$ cat config.mk
export PLATFORM = sky130hd
export DESIGN_NAME = ram_port_arbiter
export DESIGN_NICKNAME = d
export VERILOG_FILES = /design/src/rtl/mem_pkg.sv /design/src/rtl/rr_pick.sv /design/src/rtl/ram_port_arbiter.sv
export SDC_FILE = /design/constraint.sdc
export NUM_CORES = 1
export LEC_CHECK = 0
export ABC_CLOCK_PERIOD_IN_PS = 2150
export CAP_MARGIN = 20
export CORE_ASPECT_RATIO = 0.75
export CORE_MARGIN = 1.5
export CORE_UTILIZATION = 30
export CTS_CLUSTER_SIZE = 28
export DETAILED_ROUTE_END_ITERATION = 12
export GPL_ROUTABILITY_DRIVEN = 0
export GPL_TIMING_DRIVEN = 0
export HOLD_SLACK_MARGIN = 0.12
export PLACE_DENSITY = 0.67
export SLEW_MARGIN = 0
export SYNTH_ARGS = -nofsm -noshare
export SYNTH_HDL_FRONTEND = slang
export SYNTH_SLANG_ARGS = --single-unit
$ cat constraint.sdc
create_clock -name clk -period 2.15 [get_ports clk]
set_clock_uncertainty 0.2 [all_clocks]
set_input_delay 0.215 -clock clk [delete_from_list [all_inputs] [get_ports clk]]
set_output_delay 0.215 -clock clk [all_outputs]
set_load 0.005 [all_outputs]
$ cat src/rtl/mem_pkg.sv
// Shared memory-port definitions: op encodings, arbiter states and the alignment rule
// used by every requester-facing block on the RAM port.
package mem_pkg;

  localparam logic [1:0] MEM_OP_READ = 2'b00;
  localparam logic [1:0] MEM_OP_SB   = 2'b01;
  localparam logic [1:0] MEM_OP_SH   = 2'b10;
  localparam logic [1:0] MEM_OP_SW   = 2'b11;

  typedef enum logic [1:0] {
    ARB_IDLE,
    ARB_ACCESS,
    ARB_RESP
  } arb_state_e;

  function automatic logic is_misaligned(input logic [1:0] op, input logic [1:0] a);
    return ((op == MEM_OP_SH) && a[0]) || ((op == MEM_OP_SW) && (a != 2'b00));
  endfunction

endpackage

$ cat src/rtl/rr_pick.sv
// Combinational round-robin picker: first asserted request at or after ptr, wrapping
// modulo N_REQ.
module rr_pick #(
  parameter int unsigned N_REQ = 2,
  parameter int unsigned IDX_W = $clog2(N_REQ)
) (
  input  logic [N_REQ-1:0] req,
  input  logic [IDX_W-1:0] ptr,
  output logic             any,
  output logic [IDX_W-1:0] winner
);

  int unsigned idx;

  always_comb begin
    any    = 1'b0;
    winner = '0;
    idx    = 0;
    for (int unsigned i = 0; i < N_REQ; i++) begin
      idx = (32'(ptr) + i) % N_REQ;
      if (!any && req[idx[IDX_W-1:0]]) begin
        any    = 1'b1;
        winner = idx[IDX_W-1:0];
      end
    end
  end

endmodule

$ cat src/rtl/ram_port_arbiter.sv
// Round-robin arbiter sharing one RAM port among N_REQ requesters; one latched
// transaction at a time, misaligned stores answered with err and no RAM access.
module ram_port_arbiter
  import mem_pkg::*;
#(
  parameter int unsigned N_REQ  = 2,
  parameter int unsigned ADDR_W = 15
) (
  input  logic                    clk,
  input  logic                    rst,
  input  logic [N_REQ-1:0]        req,
  input  logic [N_REQ*ADDR_W-1:0] req_addr,
  input  logic [N_REQ*2-1:0]      req_op,
  input  logic [N_REQ*32-1:0]     req_wdata,
  output logic [N_REQ-1:0]        ack,
  output logic                    err,
  output logic [31:0]             rdata,
  output logic [ADDR_W-1:0]       ram_addr,
  output logic                    ram_cs,
  output logic [1:0]              ram_op,
  output logic [31:0]             ram_wdata,
  input  logic [31:0]             ram_rdata
);

  localparam int unsigned IDX_W = $clog2(N_REQ);

  arb_state_e         state_q;
  logic [IDX_W-1:0]   ptr_q, win_q;
  logic [ADDR_W-1:0]  addr_q;
  logic [1:0]         op_q;
  logic [31:0]        wdata_q, rdata_q;
  logic               err_q;

  logic               pick_any;
  logic [IDX_W-1:0]   pick_idx, ptr_next;
  logic [ADDR_W-1:0]  sel_addr;
  logic [1:0]         sel_op;
  logic [31:0]        sel_wdata;

  rr_pick #(
    .N_REQ (N_REQ),
    .IDX_W (IDX_W)
  ) u_rr_pick (
    .req    (req),
    .ptr    (ptr_q),
    .any    (pick_any),
    .winner (pick_idx)
  );

  always_comb begin
    sel_addr  = req_addr[pick_idx*ADDR_W +: ADDR_W];
    sel_op    = req_op[pick_idx*2 +: 2];
    sel_wdata = req_wdata[pick_idx*32 +: 32];
    ptr_next  = (pick_idx == IDX_W'(N_REQ - 1)) ? '0 : pick_idx + 1'b1;
  end

  always_ff @(posedge clk) begin
    if (rst) begin
      state_q <= ARB_IDLE;
      ptr_q   <= '0;
      win_q   <= '0;
      addr_q  <= '0;
      op_q    <= MEM_OP_READ;
      wdata_q <= '0;
      err_q   <= 1'b0;
      rdata_q <= '0;
    end else begin
      case (state_q)
        ARB_IDLE: begin
          if (pick_any) begin
            win_q   <= pick_idx;
            ptr_q   <= ptr_next;
            addr_q  <= sel_addr;
            op_q    <= sel_op;
            wdata_q <= sel_wdata;
            // Cleared here so an error response never shows a stale read word.
            rdata_q <= '0;
            if (is_misaligned(sel_op, sel_addr[1:0])) begin
              err_q   <= 1'b1;
              state_q <= ARB_RESP;
            end else begin
              err_q   <= 1'b0;
              state_q <= ARB_ACCESS;
            end
          end
        end
        ARB_ACCESS: begin
          rdata_q <= (op_q == MEM_OP_READ) ? ram_rdata : '0;
          state_q <= ARB_RESP;
        end
        ARB_RESP: state_q <= ARB_IDLE;
        default:  state_q <= ARB_IDLE;
      endcase
    end
  end

  always_comb begin
    ack       = '0;
    err       = 1'b0;
    rdata     = '0;
    ram_addr  = '0;
    ram_op    = MEM_OP_READ;
    ram_wdata = '0;
    if (state_q == ARB_RESP) begin
      ack[win_q] = 1'b1;
      err        = err_q;
      rdata      = rdata_q;
    end
    if (state_q == ARB_ACCESS) begin
      ram_addr  = addr_q;
      ram_op    = op_q;
      ram_wdata = wdata_q;
    end
  end

  // A store caught by reset in its ACCESS cycle must not commit.
  assign ram_cs = (state_q == ARB_ACCESS) && !rst;

endmodule

Word-level counts from Yosys, hierarchy flattened. Cells that the tools add are included.

Register bits: 86. Input bits: 134.

Reductions and logical operators: 14. Muxes and demuxes: 24. Magnitude comparators: 4. Equal/unequal tests: 5. Multipliers: 1. Add/subtract/negate cells: 2. Shift-type cells: 3.

Operator list (number): $mux 32 (4); $pmux 32 s2 (1); $shiftx 64x7->32 (1); $shiftx 30x6->15 (1); $mux 15 (1); $mux 1 (12); $mux 2 (4); $eq 2x2->1 const B (3); $lt 1x2->1 const B (3); $logic_and 1x1->1 (5); $mul 1x4->5 const B (1); $logic_not 2->1 (2); $pmux 2 s2 (1); $reduce_and 2->1 (2); $reduce_bool 2->1 (2); $shiftx 4x3->2 (1); $add 1x1->1 const B (2); $eq 2x1->1 const B (1); $logic_not 1->1 (2); $ne 2x2->1 const B (1); $demux 1 s1 (1); $ge 1x1->1 const B (1); $logic_or 1x1->1 (1).

Logic depth before layout (Yosys ltp). Gate-level depths: netlist (run 1).

Depth after elaboration: 14. Depth in mapped cells: 7. Depth with buffers taken out: 4.

Modules after synthesis. Synthesis (run 1) repeated with hierarchy kept, for this count alone.

Cell total of the unflattened synthesis: 449. Area, all modules: 4050.1 sq um.

By module, submodules not included: ram_port_arbiter (cells each 446, times used 1, sequential area each 1721.7 sq um, area each 4032.6 sq um); rr_pick (cells each 3, times used 1, sequential area each 0.0 sq um, area each 17.5 sq um).

Worst setup path after synthesis (run 1). OpenSTA, ideal clock, no wires.

Path kind: register -> register. From: register state_q[1]. To: register wdata_q[6]. Path buffers: 2. Data required time: 1.880 ns. Cell stages (with the launch flop): 7. Slack: 0.438 ns. Clock period less this slack: 1.712 ns. Arrival time: 1.442 ns. Cells stage by stage: dfxtp_1 > buf_2 > or3b_4 > a21oi_4 > buf_6 > a22oi_1 > a21oi_1.

Word-level cells in the longest chain between the ends: 2.

Ends and longest elaborated chain: from (decl) (line ram_port_arbiter.sv:27) `arb_state_e state_q;`; from (signal assigned) (line ram_port_arbiter.sv:59) `state_q <= ARB_IDLE;`; from (signal assigned) (line ram_port_arbiter.sv:80) `state_q <= ARB_RESP;`; from (signal assigned) (line ram_port_arbiter.sv:83) `state_q <= ARB_ACCESS;`; $logic_not 2->1 (line ram_port_arbiter.sv:68) `case (state_q)`; $reduce_and 2->1 (no source line); to (signal assigned) (line ram_port_arbiter.sv:75) `wdata_q <= sel_wdata;`; to (decl) (line ram_port_arbiter.sv:31) `logic [31:0] wdata_q, rdata_q;`.

No other way between the ends. A chain may end at the register's enable or synchronous reset.

Final worst setup path (run 1).
From: register state_q[0]. To: output ram_wdata[18].

Word-level cells in the longest chain between the ends: 2.

Ends and longest elaborated chain: $eq 2x1->1 (line ram_port_arbiter.sv:109) `if (state_q == ARB_ACCESS) begin`; $mux 32 (line ram_port_arbiter.sv:109); to (decl) (line ram_port_arbiter.sv:21) `output logic [31:0] ram_wdata,`.

No other way between the ends.

==> flow_summary_export.csv, run 1 <==
group,metric,value,unit
setup_path,cp.required,1.74,ns
sta,fin_crit_sh,97.2,%
synthesis,avgSynthCellArea,8.81,um^2
place,io_buffers,217,
floorplan,dieArea,13200,um^2
synthesis,synth_top_area_share,45.8,%
clock_tree,clkSinkCount,86,
job,cap_violations,0,
synthesis,synth-seq-cells,86,
grt,grt_max_degree,15,
floorplan,die_y,100,um
grt,grt_pass1_vias,4052,
final_layout,area_growth,81.8,%
outcome,run_status,"completed",
final_layout,multi_input_area,1890,um^2
setup_path,crit_path_end_kind,"output port",
synthesis,synth_edf_count,0,
final_layout,drive_above_1_share,11.0,%
synthesis,ys_seq_area_share,45.8,%
grt,grtUsageTotal,19.4,%
power_and_ir_drop,p_comb_share,21.7,%
detailed_routing,dr.pass1.iters,4,
synthesis,synth_most_common_cell,"dfxtp_1",
clock_tree,cts_tree,"yes",
synthesis,yosys_warnings,0,
power_and_ir_drop,clkPwrFrac,40.7,%
clock_tree,clkLatencyLatePin,0.33,ns
detailed_routing,drt-initial-drc-count,225,
final_layout,fin_nets,812,
clock_tree,cts_buffer_depth,2,
floorplan,io_pins,219,
place,hpwl,9610,um
place,place_ws,-0.432,ns
clock_tree,htree_levels,3,
setup_path,cp_max_fo,10,
grt,overflow,0,
setup_path,cp.arrival,1.67,ns
power_and_ir_drop,p_seq_share,37.6,%
sta,rsz0062_at_grt,"true",
power_and_ir_drop,switchingPower,1140,uW
sta,drv_slew,0,
detailed_routing,wirelength,13300,um
floorplan,initial_utilization,30.7,%
power_and_ir_drop,p_leak,0.00321,uW
synthesis,synth_cells,427,
sta,period_minus_slack,2.09,ns
sta,setup_viol,0,
grt,grt_pass1_wl,20400,um
setup_path,path_class,"reg -> out",
sta,maxSlewHeadroom,61.8,%
synthesis,synth_fp_nets,561,
synthesis,ys.flop_type,"dfxtp_1",
detailed_routing,ant_nets,0,
power_and_ir_drop,power_density,700,nW/um^2
worst_hold_path,min_path_type,"in -> reg",
clock_tree,root_buffer,"clkbuf_16",
floorplan,num_rows,35,
detailed_routing,routedWlPerCell,15.6,um
sta,fmax,479,MHz
clock_tree,cts_buffers,9,
floorplan,coreArea,12300,um^2
final_layout,seqCellArea,1730,um^2
clock_tree,clk_pin_slew,0.06,ns
grt,antenna_found_initial,0,
detailed_routing,vias_per_cell,4.78,
final_layout,fillers,1130,
setup_path,start_kind,"flip-flop",
detailed_routing,drt_drc_violations_left,0,
synthesis,synth.area.top_cells,"dfxtp_1 (46%), and2_1 (14%), a22oi_1 (9.0%)",
sta,setup_slack,0.0611,ns
floorplan,die_w,132,um
sta,tightest_slew,0.570,ns
power_and_ir_drop,swShare,23.9,%
sta,whs,0.225,ns
final_layout,diodes,0,
synthesis,yosysTopAreaCell,"dfxtp_1",
power_and_ir_drop,ir_drop,0.391,mV
synthesis,async_flop_share,0,%
synthesis,yosys-top-cells-count,"dfxtp_1 (86), and2_1 (84), nand2_1 (52)",
sta,hold_violations,0,
synthesis,syn_area,3760,um^2
power_and_ir_drop,p_int,3640,uW
detailed_routing,via_count,4057,
synthesis,synth_cell_types,27,
per-stage QoR:
step	util, %	TNS, ns	instance area (um^2)	instances	total power [uW]
2_1_floorplan	-	0	3760	427	2260
3_3_place_gp	50.1	-22.15	6140	810	2730
3_5_place_dp	50.1	-24.52	6140	810	2750
4_1_cts	54.7	-1.27	6710	842	4800
5_1_grt	55.8	-0.0234	6840	849	5000
6_report	55.8	0	6840	849	4780
layout make-up:
| type | instances | area share (%) |
|---|---|---|
| plain buffers | 36 | 4.61 |
| clock buffers | 11 | 3.70 |
| clock inverters | 5 | 1.89 |
| multi-input cells | 306 | 27.7 |
| flip-flops and latches | 86 | 25.2 |
| well taps | 166 | 3.04 |
| repair buffers | 239 | 33.8 |
worst paths after layout:
check                     start             to  slack (ns)  depth (start not counted)
setup reg to reg     state_q[1]    wdata_q[17]        0.12                          7
hold / removal    req_wdata[41]     wdata_q[9]        0.23                          3
setup / recovery     state_q[0]  ram_wdata[18]        0.06                          6
hold reg to reg      rdata_q[3]     rdata_q[3]        0.27                          1
power by group through the flow:
stage / Clock (uW) / Sequential [uW] / Combinational [uW]
floorplan: 0 / 1810 / 452
global placement: 0 / 1830 / 903
detailed placement: 0 / 1830 / 915
CTS: 1990 / 1800 / 1010
global route: 2050 / 1820 / 1130
finish: 1950 / 1800 / 1040
registers in the layout (all words and copies together), names as in the netlist:
signal / flops
addr_q: 15
state_q: 2
err_q: 1
ptr_q: 1
op_q: 2
rdata_q: 32
wdata_q: 32
win_q: 1
cell usage in the layout (no fill, tap or decap), types with 2 or more instances in the layout:
master / instances
dlymetal6s2s_1: 13
clkbuf_1: 10
nor2_1: 13
a22oi_1: 44
dlygate4sd2_1: 68
bufinv_16: 4
buf_6: 9
clkdlybuf4s15_1: 2
clkbuf_8: 9
nor3_1: 3
a22o_1: 32
a21oi_1: 48
clkbuf_4: 7
nor2b_4: 3
clkbuf_2: 5
nand2b_1: 2
a21o_1: 2
a311oi_1: 4
buf_4: 16
and2_1: 84
clkbuf_16: 11
nand2_1: 52
dfxtp_1: 85
nand3_1: 5
clkdlybuf4s50_1: 133
routing by layer:
| layer | wire, um | up-vias | track usage, % |
|---|---|---|---|
| li1 | - | 2007 | - |
| met1 | 6250 | 1891 | 25.8 |
| met2 | 6120 | 150 | 31.7 |
| met3 | 806 | 9 | 4.75 |
| met4 | 102 | 0 | 4.82 |
| met5 | 0 | - | 0 |
kinds of logic (layout without fill, tap and decap cells):
kind of cell | count (synthesis) | in the layout | share of synthesized area [%]
buf+inv | 36 | 291 | 4.86
flops | 86 | 86 | 45.8
simple gates | 170 | 171 | 24.1
compound gates | 135 | 135 | 25.2
worst max-delay path: stages (launching register included):
cell and delay (ns):
dfxtp_4 0.37, nor2b_4 0.14, buf_12 0.13, buf_4 0.14, clkbuf_16 0.15, and2_1 0.15, dlygate4sd2_1 0.26
repair_timing:
action | 4_1_cts | 5_1_grt
gates cloned | 6 | 0
hold endpoints to repair | 4 | 0
pin swaps | 1 | 0
hold buffers | 1 | 0
endpoints found under the setup margin | 85 | 66
gates resized for setup | 108 | 38
buffers inserted | 9 | 7
Note: power is estimated with default switching activity, not from simulation.
==> inputs of run 2 (changes only) <==
CAP_MARGIN = not set   (was 20)
==> results of run 2 <==
The final DEF is identical to that of run 1; final timing and power are the same.
